### src/rtl/mxint8_block_dequant_ser.sv
// -----------------------------------------------------------------------------
// mxint8_block_dequant_ser
//
// Takes one MXINT8 block (E8M0 shared scale plus BLOCK_SIZE INT8 elements) on a
// valid/ready handshake. Each element is dequantized to IEEE FP32 and streamed
// out one per cycle on a second valid/ready handshake.
//
// Ports
//   clk, rst_n            clock (rising edge), asynchronous active-low reset
//   i_blk_valid           input block valid
//   o_blk_ready           block can be accepted this cycle
//   i_scale               shared E8M0 scale (bias 127, all-ones = NaN)
//   i_mxint8_elements     BLOCK_SIZE elements, two's complement, 6 fraction bits
//   o_valid / i_ready     output element handshake
//   o_float32             dequantized FP32 value of element o_index
//   o_index               element index within the block
//   o_last                high on the final element of the block
//   o_overflow            result saturated to +/-Inf
//   o_underflow           nonzero element flushed to +/-0
//   o_nan                 scale was all ones; result is the canonical quiet NaN
// -----------------------------------------------------------------------------
module mxint8_block_dequant_ser #(
   parameter int BLOCK_SIZE  = 32,
   parameter int ELEM_WIDTH  = 8,
   parameter int SCALE_WIDTH = 8,
   localparam int IDX_W      = $clog2(BLOCK_SIZE)
) (
   input  logic                   clk,
   input  logic                   rst_n,
   input  logic                   i_blk_valid,
   output logic                   o_blk_ready,
   input  logic [SCALE_WIDTH-1:0] i_scale,
   input  logic [ELEM_WIDTH-1:0]  i_mxint8_elements [BLOCK_SIZE],
   output logic                   o_valid,
   input  logic                   i_ready,
   output logic [31:0]            o_float32,
   output logic [IDX_W-1:0]       o_index,
   output logic                   o_last,
   output logic                   o_overflow,
   output logic                   o_underflow,
   output logic                   o_nan
);

   localparam int FRAC_BITS = ELEM_WIDTH - 2;          // 1 sign/integer bit + fraction
   localparam int MAG_W     = ELEM_WIDTH + 1;          // magnitude of the most negative code fits
   localparam int P_W       = $clog2(MAG_W);
   localparam int EXP_W     = SCALE_WIDTH + 4;         // signed, wide enough for s + p - FRAC_BITS

   typedef enum logic {IDLE, EMIT} state_t;

   state_t                  state_reg, state_next;
   logic [IDX_W-1:0]        idx_reg, idx_next;
   logic [SCALE_WIDTH-1:0]  scale_reg;
   logic [ELEM_WIDTH-1:0]   elem_reg [BLOCK_SIZE];
   logic                    blk_accept;
   logic                    at_last;

   // ---------------------------------------------------------------- buffer
   always_ff @(posedge clk or negedge rst_n) begin
      if (!rst_n)          scale_reg <= '0;
      else if (blk_accept) scale_reg <= i_scale;
   end

   generate
      for (genvar gi = 0; gi < BLOCK_SIZE; gi++) begin : g_elem
         always_ff @(posedge clk or negedge rst_n) begin
            if (!rst_n)          elem_reg[gi] <= '0;
            else if (blk_accept) elem_reg[gi] <= i_mxint8_elements[gi];
         end
      end
   endgenerate

   // ------------------------------------------------------------------- FSM
   always_ff @(posedge clk or negedge rst_n) begin
      if (!rst_n) begin
         state_reg <= IDLE;
         idx_reg   <= '0;
      end else begin
         state_reg <= state_next;
         idx_reg   <= idx_next;
      end
   end

   assign at_last = (idx_reg == IDX_W'(BLOCK_SIZE - 1));

   always_comb begin
      state_next  = state_reg;
      idx_next    = idx_reg;
      o_valid     = 1'b0;
      o_blk_ready = 1'b0;
      case (state_reg)
         IDLE: begin
            o_blk_ready = 1'b1;
            if (i_blk_valid) begin
               state_next = EMIT;
               idx_next   = '0;
            end
         end
         EMIT: begin
            o_valid = 1'b1;
            // The final beat frees the buffer, so a new block can land on the same edge.
            o_blk_ready = at_last & i_ready;
            if (i_ready) begin
               if (at_last) begin
                  idx_next   = '0;
                  state_next = i_blk_valid ? EMIT : IDLE;
               end else begin
                  idx_next = idx_reg + IDX_W'(1);
               end
            end
         end
         default: begin
            state_next = IDLE;
            idx_next   = '0;
         end
      endcase
   end

   assign blk_accept = i_blk_valid & o_blk_ready;

   // ------------------------------------------------------------ conversion
   logic [ELEM_WIDTH-1:0]   cur_elem;
   logic [MAG_W-1:0]        ext;
   logic [MAG_W-1:0]        mag;
   logic [P_W-1:0]          lead;
   logic signed [EXP_W-1:0] exp_val;
   logic [31:0]             aligned;

   assign cur_elem = elem_reg[idx_reg];

   always_comb begin
      ext  = {cur_elem[ELEM_WIDTH-1], cur_elem};
      mag  = ext[MAG_W-1] ? (~ext + MAG_W'(1)) : ext;
      lead = '0;
      for (int i = 0; i < MAG_W; i++) begin
         if (mag[i]) lead = P_W'(i);
      end
      exp_val = EXP_W'(scale_reg) + EXP_W'(lead) - EXP_W'(FRAC_BITS);
      // Shift the leading one to bit 23 so the bits below it form the mantissa.
      aligned = 32'(mag) << (5'd23 - 5'(lead));
   end

   always_comb begin
      o_float32   = '0;
      o_overflow  = 1'b0;
      o_underflow = 1'b0;
      o_nan       = 1'b0;
      if (state_reg == EMIT) begin
         if (&scale_reg) begin
            o_float32 = 32'h7FC0_0000;
            o_nan     = 1'b1;
         end else if (cur_elem != '0) begin
            if (exp_val >= $signed(EXP_W'(255))) begin
               o_float32  = {cur_elem[ELEM_WIDTH-1], 8'hFF, 23'b0};
               o_overflow = 1'b1;
            end else if (exp_val <= $signed(EXP_W'(0))) begin
               o_float32   = {cur_elem[ELEM_WIDTH-1], 31'b0};
               o_underflow = 1'b1;
            end else begin
               o_float32 = {cur_elem[ELEM_WIDTH-1], exp_val[7:0], aligned[22:0]};
            end
         end
      end
   end

   assign o_index = idx_reg;
   assign o_last  = (state_reg == EMIT) & at_last;

endmodule

### config.mk
export PLATFORM = sky130hd
export DESIGN_NAME = mxint8_block_dequant_ser
export DESIGN_NICKNAME = d
export VERILOG_FILES = /design/src/rtl/mxint8_block_dequant_ser.sv
export SDC_FILE = /design/constraint.sdc
export NUM_CORES = 1
export LEC_CHECK = 0
export ABC_AREA = 1
export CAP_MARGIN = 20
export CORE_UTILIZATION = 35
export DETAILED_ROUTE_END_ITERATION = 12
export PLACE_DENSITY = 0.71
export RECOVER_POWER = 25
export SYNTH_ARGS = -nofsm -noshare
export SYNTH_HDL_FRONTEND = slang
export SYNTH_SLANG_ARGS = --single-unit
### constraint.sdc
create_clock -name clk -period 5.96 [get_ports clk]
set_input_delay 1.192 -clock clk [delete_from_list [all_inputs] [get_ports clk]]
set_output_delay 1.192 -clock clk [all_outputs]
set_load 0.02 [all_outputs]
==> metrics, run 1 <==
Max Transition Viols Final=203; outcome=finished with violations; relative slew slack=-94.9%; failing checks=max-capacitance violations, max-slew violations, negative setup slack; fin crit share=112%; total power draw=0.0119 W; total CTS buffers=30; reg2reg setup slack=2.55 ns; Arr. time, crit path=5.47 ns; Layout area overhead=45.2%; Die Footprint=40000 um2; CTS Sinks=270; CP startpoint=o_index[0]; Die Wd=200 um; largest cells by area after synthesis=dfrtp_1, mux2_2, nand2_1; Lkg Pwr=9.18 nW; fillers=3419; Row Count=72; DR pass1 iterations=5; main combinational cell family by area after synthesis=multiplexers; R2R Path Start=o_index[0]; WHS=0.500 ns; WL final=43.4 mm; Ports=311; warning count from the yosys run=0; first-pass GRT wire length=66.4 mm; H-tree levels=1; port buffer count=293; FFs w/ async S/R, synth=100%; fin worst setup slack=-0.701 ns; mux cell area share after synthesis=19.5%; Die H=200 um; Yosys top cell by area=dfrtp_1; P per Cell Area=597 nW/um2; register area=6760 um2; Worst setup SP type=register; reg2reg end=elem_reg[192]; # setup viols final=16; Root Buffer=clkbuf_16; Max-Cap Viols=2; Worst Path Max Fanout=16; Worst Hold Class=register to register; Final ANT Viol Nets=0; mapped cell area=13700 um2; Post-Synth XOR/XNOR Area=0.630%; final hold vios=0; initial antenna violation count=9; sequential share of the synthesized area=49.3%; RSZ-0062 raised after global routing=yes; top cells by count, synth=nand2_1, dfrtp_1, mux2_2; worst-margin pin slew=2.92 ns; clk_lat worst skew=0.56 ns; Layout Skew=0.0144 ns; nets=2091; vias in the first global route=12000; via count=11600; DR iter-0 viols=635; DRC=0; routability congestion estimate=0.858; CTS clock-pin slew for the worst setup and hold paths=0.06 ns; slowest stage delay, CP=0.56 ns; gr usage total=21.8%; routed vias/inst=4.94; TritonCTS clock tree=yes; most common cell in the netlist=nand2_1; Routed WL per cell=18.5 um; Crit. End Element=output pin; largest net degree at the start of global routing=130; Gate Count Post-Synth=1411; Worst setup endpoint=o_float32[20]; Initial Utilization=35.5%; Hold Path Depth=1; FMAX=150 MHz; total global routing overflow=0; syn_area_per_cell=9.72 um2; worst path required time=4.77 ns; Netlist cell types=39; clk buf depth=3; number of synthesized register bits=270; post-synthesis simple-gate area fraction=16.6%; area fraction in compound gates after synthesis=6.32%; share of the synthesized area in the top cell type=49.3%; CTS Hold Bufs=0; share of post-route cells with drive strength above 1=31.5%; Worst path slowest cell=dfrtp_4; EDFF count, synth=0; maximum vdd drop=0.463 mV; max reg flops=256; CORE AREA=38600 um2; Detailed Place HPWL=31.2 mm; kind of critical path=register to output pin; r2r worst-path depth=12; top_reg_cell synth=dfrtp_1; multi-input logic area=6770 um2; clock period minus worst slack=6.66 ns; area share of fa/ha/maj cells after synthesis=1.70%
cell type report:
cell class	count	area share [%]
repair buffers	445	22.1
inverters	71	1.41
diodes	8	0.101
well taps	518	3.25
multi-input cells	987	34.0
clock buffers	44	4.49
flip-flops and latches	270	34.0
clock inverters	9	0.628
critical path: cells and delay by family, from the launching register on:
| family | cells | cell delay [ns] |
|---|---|---|
| adder cells (fa/ha/maj) | 2 | 0.54 |
| buffers and inverters | 5 | 0.75 |
| AO/OA/AOI/OAI | 7 | 0.81 |
| AND/OR/NAND/NOR | 17 | 1.93 |
| flip-flops | 1 | 0.56 |
| XOR/XNOR | 1 | 0.30 |
power by group:
part           leakage, nW  switching (W)  internal [W]
clock network        0.498       0.000751       0.00116
registers             3.28       0.000330       0.00240
logic                 5.40        0.00379       0.00346
worst min path at each step:
stage                          to          start  slack [ns]
CTS                   elem_reg[0]    elem_reg[0]        0.50
global route          elem_reg[0]    elem_reg[0]        0.51
global placement    elem_reg[248]  elem_reg[248]        0.48
finish                elem_reg[0]    elem_reg[0]        0.50
floorplan           elem_reg[141]  elem_reg[141]        0.47
detailed placement   elem_reg[96]   elem_reg[96]        0.49
timing repair:
item,in CTS,in global routing
resized for setup,223,28
endpoints found under the setup margin,16,16
pin swaps,49,25
buffers inserted,22,8
gates cloned,7,0
cells in the final DEF, fill, tap and decap left out, types with 6 or more instances in the layout:
cell type / count
nor2_1: 78
nand3_4: 6
nand2_4: 10
conb_1: 18
dfrtp_1: 267
o21ai_2: 9
clkbuf_16: 31
o21ai_1: 35
o21ai_0: 19
buf_6: 12
buf_4: 132
clkbuf_8: 7
nand3_2: 25
a21oi_1: 69
diode_2: 8
ha_4: 6
mux2_2: 238
o211ai_1: 9
nand2_2: 16
ha_1: 11
nor2_4: 10
clkbuf_1: 6
clkdlybuf4s50_1: 276
nand3_1: 106
buf_12: 16
nand2_1: 278
a21oi_2: 9
inv_1: 55
inv_2: 11
metrics by stage:
stage               util, %  std cells  instance area (um2)  TNS [ns]  worst slack (ns)
finish                 51.5       2352                19900     -9.79            -0.701
global route           51.5       2350                19900    -13.98            -0.989
CTS                    51.1       2337                19800     -7.09            -0.579
detailed placement     46.3       2257                17900    -11.79            -0.871
global placement       46.3       2257                17900    -11.18            -0.801
floorplan                 -       1427                13800    -0.131           -0.0219
kinds of logic after synthesis:
kind of cell | Yosys count
adder cells (fa/ha/maj) | 18
AO/OA/AOI/OAI | 160
multiplexers | 238
XOR/XNOR | 9
other | 2
flip-flops | 270
AND/OR/NAND/NOR | 544
buffers and inverters | 170
routing by layer:
layer	vias to the layer above	global-route usage (%)	part of all wire, %
met4	4	7.04	2.6
met1	5675	29.3	44
met2	365	35.5	48
met5	-	0	0.071
met3	78	3.73	5.4
li1	5502	-	-
No activity file was read; power rests on OpenSTA's default activity.
==> run 2, diff against run 1 <==
Settings changed: CAP_MARGIN 20 to 10, DONT_BUFFER_PORTS set to 1, GPL_TIMING_DRIVEN set to 0, PLACE_DENSITY 0.71 to 0.61.
==> run 2 against run 1 <==
  * The flow finishes with violations (negative setup slack)
  * Utilization down 7.8 points
  * Routed wire length increased by 20%
  * Combinational power decreased by 11%
  * Critical endpoint is now o_float32[27]
  * Largest cell class unchanged
  * Highest routed layer unchanged
==> metrics, run 2 (synthesis gave the netlist of run 1 again) <==
DRC=0 (unchanged); DR iter-0 viols=650 (+2.4%); slowest stage delay, CP=0.58 ns (+0.02 ns); initial antenna violation count=25 (+16); Ports=311 (unchanged); DR pass1 iterations=5 (unchanged); routability congestion estimate=0.868 (+1.3%); Die H=200 um (unchanged); Worst path slowest cell=dfrtp_4; CP startpoint=o_index[0]; worst-margin pin slew=1.15 ns (-1.77 ns); CTS Hold Bufs=0 (unchanged); clk_lat worst skew=0.57 ns (about the same); Initial Utilization=35.5% (unchanged); CTS Sinks=270 (unchanged); Reg power frac=24.3% (+1.4 points); outcome=finished with violations; pre-CTS setup slack=-1.77 ns (-0.900 ns); most frequent cells in the layout=nand2_1, dfrtp_1, mux2_2, nand3_1, nor2_1; commonest non-fill, non-tap cell in the layout=nand2_1; # placed instances=1945 (-14%); Crit. End Element=output pin; Layout Skew=0.0279 ns (+0.0135 ns); gr usage total=25.7% (+3.9 points); Lkg Pwr=7.84 nW (-15%); RSZ-0062 raised after global routing=yes; total global routing overflow=0 (unchanged); first-pass GRT wire length=72.4 mm (+9.1%); WHS=0.334 ns (-0.166 ns); Routed WL per cell=25.3 um (+37%); Die Wd=200 um (unchanged); failing checks=negative setup slack; routed vias/inst=5.25 (+6.3%); fin crit share=114% (+1.9 points); Worst setup SP type=register; vias in the first global route=10900 (-9.6%); Root Buffer=clkbuf_16; Worst Path Max Fanout=8 (-8); via count=10900 (-6.6%); relative slew slack=23.2% (+120 points); WL met3=4.75 mm (+100%); share of post-route cells with drive strength above 1=33.8% (+2.3 points); routed length on met1=21.1 mm (+9.6%); Detailed Place HPWL=36.9 mm (+18%); met2 WL=24.6 mm (+19%); Placed Instance Area=14400 um2 (-19%); maximum vdd drop=0.494 mV (+6.6%); clk buf depth=3 (unchanged); Arr. time, crit path=5.58 ns (+0.11 ns); # setup viols final=16 (unchanged); setup TNS=-11.98 ns (-2.19 ns); final instance area=16900 um2 (-15%); Die Footprint=40000 um2 (unchanged); H-tree levels=1 (unchanged); TritonCTS clock tree=yes; Row Count=72 (unchanged); Layout area overhead=23.2%; non-filler instance count after layout=2067 (-12%); clock power share=18.0% (+1.9 points); P per Cell Area=663 nW/um2 (+11%); max reg flops=256 (unchanged); FMAX=148 MHz (-1.6%); largest net degree at the start of global routing=271 (+110%); R2R Path Start=o_index[3]; fin worst setup slack=-0.812 ns (-0.111 ns); port buffer count=0 (-100%); Max Transition Viols Final=0 (-100%); total CTS buffers=29 (-3.3%); uppermost layer routed=met5; Worst Hold Class=input port to asynchronous set/reset pin; kind of critical path=register to output pin; final hold vios=0 (unchanged); CORE AREA=38600 um2 (unchanged); Max-Cap Viols=0 (-2); Crit path top cell by count=nand3_1; nets=1792 (-14%); combinational power share=57.7% (-3.3 points); Switching Share=43.9% (+2.9 points); clock period minus worst slack=6.77 ns (+0.111 ns); WL final=52.3 mm (+20%); Cell Int Power=0.00628 W (-11%); NetSw=0.00492 W (+0.89%); CTS clock-pin slew for the worst setup and hold paths=0.07 ns (about the same); Final ANT Viol Nets=0 (unchanged); worst path required time=4.77 ns (about the same)
==> run 2: changes by cell type in the layout (fill, tap and decap cells not counted), sizes merged <==
cell           delta
buf              -62
bufbuf            -2
bufinv            +3
clkbuf           +39
clkdlybuf4s50   -276
clkinv            -1
clkinvlp          +1
diode            +13
==> run 2: worst paths after layout <==
kind	slack [ns]	cells after the start	end
worst max-delay path	-0.81	34	o_float32[27]
worst min-delay path	0.33	0	elem_reg[221]
worst max register to register	1.24	13	elem_reg[46]
worst min register to register	0.50	1	elem_reg[93]
max in group asynchronous	5.12	0	elem_reg[18]
min in group clk	0.50	1	elem_reg[93]
==> run 2: worst max-delay path, delay by kind of cell, from the launching register on <==
family | cells | cell delay [ns]
compound gates | 3 | 0.43
xor+xnor | 2 | 0.35
fa+ha+maj | 4 | 0.92
buf+inv | 7 | 0.85
flops | 1 | 0.58
simple gates | 18 | 1.84
==> run 2: cell type report <==
type,count,area [um2]
Timing Repair Buffer,48,428
Clock inverter,12,218
Fill cell,3705,21800
Inverter,71,292
Sequential cell,270,6760
Multi-Input combinational cell,987,6790
Tap cell,518,648
Buffer,99,848
Clock buffer,41,851
Antenna cell,21,52.6
==> run 2: metal layers <==
layer / vias up / track usage (%)
met4: 18 / 9.92
met5: - / 0
li1: 4924 / -
met2: 415 / 41.3
met1: 5406 / 32.6
met3: 99 / 7.43
==> run 2: timing repair <==
item	CTS	global route
setup buffers	41	5
endpoints found under the setup margin	16	16
resized for setup	219	32
gates cloned	1	1
pin swaps	37	18
==> run 2: per-stage QoR <==
| step | utilization, % | power [W] |
|---|---|---|
| finish | 43.7 | 0.0112 |
| global route | 43.6 | 0.0119 |
| CTS | 43.0 | 0.0107 |
| detailed placement | 37.3 | 0.00711 |
| global placement | 37.3 | 0.00702 |
| floorplan | - | 0.00598 |
==> run 2: power groups by stage <==
stage | clock network, W | registers (W) | logic, W
floorplan | 0 | 0.00263 | 0.00335
global placement | 0 | 0.00271 | 0.00431
detailed placement | 0 | 0.00273 | 0.00438
CTS | 0.00205 | 0.00271 | 0.00591
global route | 0.00212 | 0.00279 | 0.00695
finish | 0.00202 | 0.00272 | 0.00646
==> run 3, diff against run 2 <==
Settings changed: GPL_TIMING_DRIVEN 0 to unset, HOLD_SLACK_MARGIN set to 0.1, SKIP_CTS_REPAIR_TIMING set to 1.
==> run 3 against run 2 <==
  * Clock-buffer cell count is 7 higher
  * Highest routed layer unchanged
  * The run still ends with negative setup slack left
  * Cell count is 0.58% lower
  * Routed wire length is 19% lower
  * Critical path depth stayed put
  * Utilization is 0.17 points higher
  * Maximum frequency is 1.2% higher
  * Non-clock buffer count is 11 lower
  * Hold slack better by 0.022 ns
  * Setup slack better by 0.080 ns
==> metrics, run 3 (synthesis gave the netlist of run 1 again) <==
P per Cell Area=662 nW/um2 (-0.16%); clock period minus worst slack=6.69 ns (-0.0799 ns); failing checks=negative setup slack; Die Wd=200 um (unchanged); Worst path slowest cell=dfrtp_4; worst-margin pin slew=0.738 ns (-0.414 ns); Max-Cap Viols=0 (unchanged); commonest non-fill, non-tap cell in the layout=nand2_1; via count=10400 (-4.0%); reg2reg setup slack=2.56 ns (+1.32 ns); Layout Skew=0.0261 ns (-0.00185 ns); fin util=43.9% (+0.17 points); most frequent cells in the layout=nand2_1, dfrtp_1, mux2_2, nand3_1, buf_4; gr usage total=20.3% (-5.4 points); Die H=200 um (unchanged); CTS Sinks=270 (unchanged); relative slew slack=50.4% (+27 points); DR pass1 iterations=5 (unchanged); CORE AREA=38600 um2 (unchanged); share of post-route cells with drive strength above 1=35.5% (+1.7 points); Arr. time, crit path=5.50 ns (-0.08 ns); Root Buffer=clkbuf_16; Lkg Pwr=7.98 nW (+1.8%); Crit. End Element=output pin; fin worst setup slack=-0.732 ns (+0.0799 ns); clk buf depth=3 (unchanged); total CTS buffers=34 (+17%); final hold vios=0 (unchanged); worst path required time=4.77 ns (about the same); CTS clock-pin slew for the worst setup and hold paths=0.06 ns (about the same); clk_lat worst skew=0.55 ns (-0.02 ns); Crit path top cell by count=nand2_2; CP startpoint=o_index[0]; nets=1787 (-0.28%); routed vias/inst=5.07 (-3.5%); fillers=3754 (+1.3%); Ports=311 (unchanged); kind of critical path=register to output pin; fin crit share=112% (-1.3 points); first-pass GRT wire length=60.2 mm (-17%); TritonCTS clock tree=yes; H-tree levels=2 (+1); DRC=0 (unchanged); Detailed Place HPWL=29.8 mm (-19%); Worst setup SP type=register; WL final=42.2 mm (-19%); Worst Path Max Fanout=10 (+2); Layout area overhead=23.7%; Max Transition Viols Final=0 (unchanged); Routed WL per cell=20.6 um (-19%); pre-CTS setup slack=-0.585 ns (+1.19 ns); Final ANT Viol Nets=0 (unchanged); routability congestion estimate=0.864 (-0.45%); Worst Hold Class=input port to asynchronous set/reset pin; total global routing overflow=0 (unchanged); Row Count=72 (unchanged); maximum vdd drop=0.465 mV (-5.7%); RSZ-0062 raised after global routing=yes; max reg flops=256 (unchanged); port buffer count=0 (unchanged); FMAX=149 MHz (+1.2%); largest net degree at the start of global routing=271 (unchanged); R2R Path Start=o_index[0]; Die Footprint=40000 um2 (unchanged); slowest stage delay, CP=0.59 ns (about the same); # setup viols final=16 (unchanged); DR iter-0 viols=423 (-35%); r2r worst-path depth=11 (-2); initial antenna violation count=23 (-8.0%); vias in the first global route=9947 (-8.4%); outcome=finished with violations; Initial Utilization=35.5% (unchanged); reg2reg end=elem_reg[133]; WHS=0.357 ns (+0.0225 ns)
## run 3: layout make-up
class	count	area (um2)	area share, %
Multi-Input combinational cell	987	6640	39.2
Timing Repair inverter	1	8.76	0.0517
Tap cell	518	648	3.82
Antenna cell	12	30.0	0.177
Timing Repair Buffer	136	1380	8.16
Inverter	71	292	1.72
Clock buffer	48	1010	5.98
Clock inverter	12	178	1.05
Sequential cell	270	6760	39.9
## run 3: critical path, delay by kind of cell, from the launching register on
kind / cells / cell delay (ns)
buffers and inverters: 7 / 0.87
flip-flops: 1 / 0.59
adder cells (fa/ha/maj): 3 / 0.68
AND/OR/NAND/NOR: 21 / 2.17
AO/OA/AOI/OAI: 2 / 0.40
XOR/XNOR: 1 / 0.21
## run 3: where the power goes
group / internal [W] / leakage (nW) / switching, W
logic: 0.00287 / 4.11 / 0.00346
registers: 0.00240 / 3.28 / 0.000305
clock network: 0.00136 / 0.587 / 0.000832
total: 0.00663 / 7.98 / 0.00460
## run 3: per-layer routing
metal	track usage, %	vias to the layer above	part of all wire (%)	wire (um)
met5	0	-	0.31	132
met4	5.57	20	2.0	855
met3	7.63	82	7.9	3340
met2	31.8	310	47	19800
met1	26.2	5097	43	18100
li1	-	4917	-	-
## run 3: how the worst max path moves through the flow
stage                                to  slack (ns)
after floorplan           o_float32[18]       -0.02
after global placement    o_float32[20]       -0.42
after detailed placement  o_float32[20]       -0.58
after CTS                 o_float32[20]       -1.18
after global routing      o_float32[22]       -1.08
final                     o_float32[22]       -0.73
## run 3: per-stage QoR
step,std cells,TNS [ns],power [W],area (um2)
after floorplan,1427,-0.131,0.00598,13800
after global placement,1959,-4.84,0.00808,15000
after detailed placement,1959,-7.37,0.00818,15000
after CTS,2019,-16.91,0.0104,16100
after global routing,2049,-15.84,0.0120,16900
final,2055,-10.58,0.0112,17000
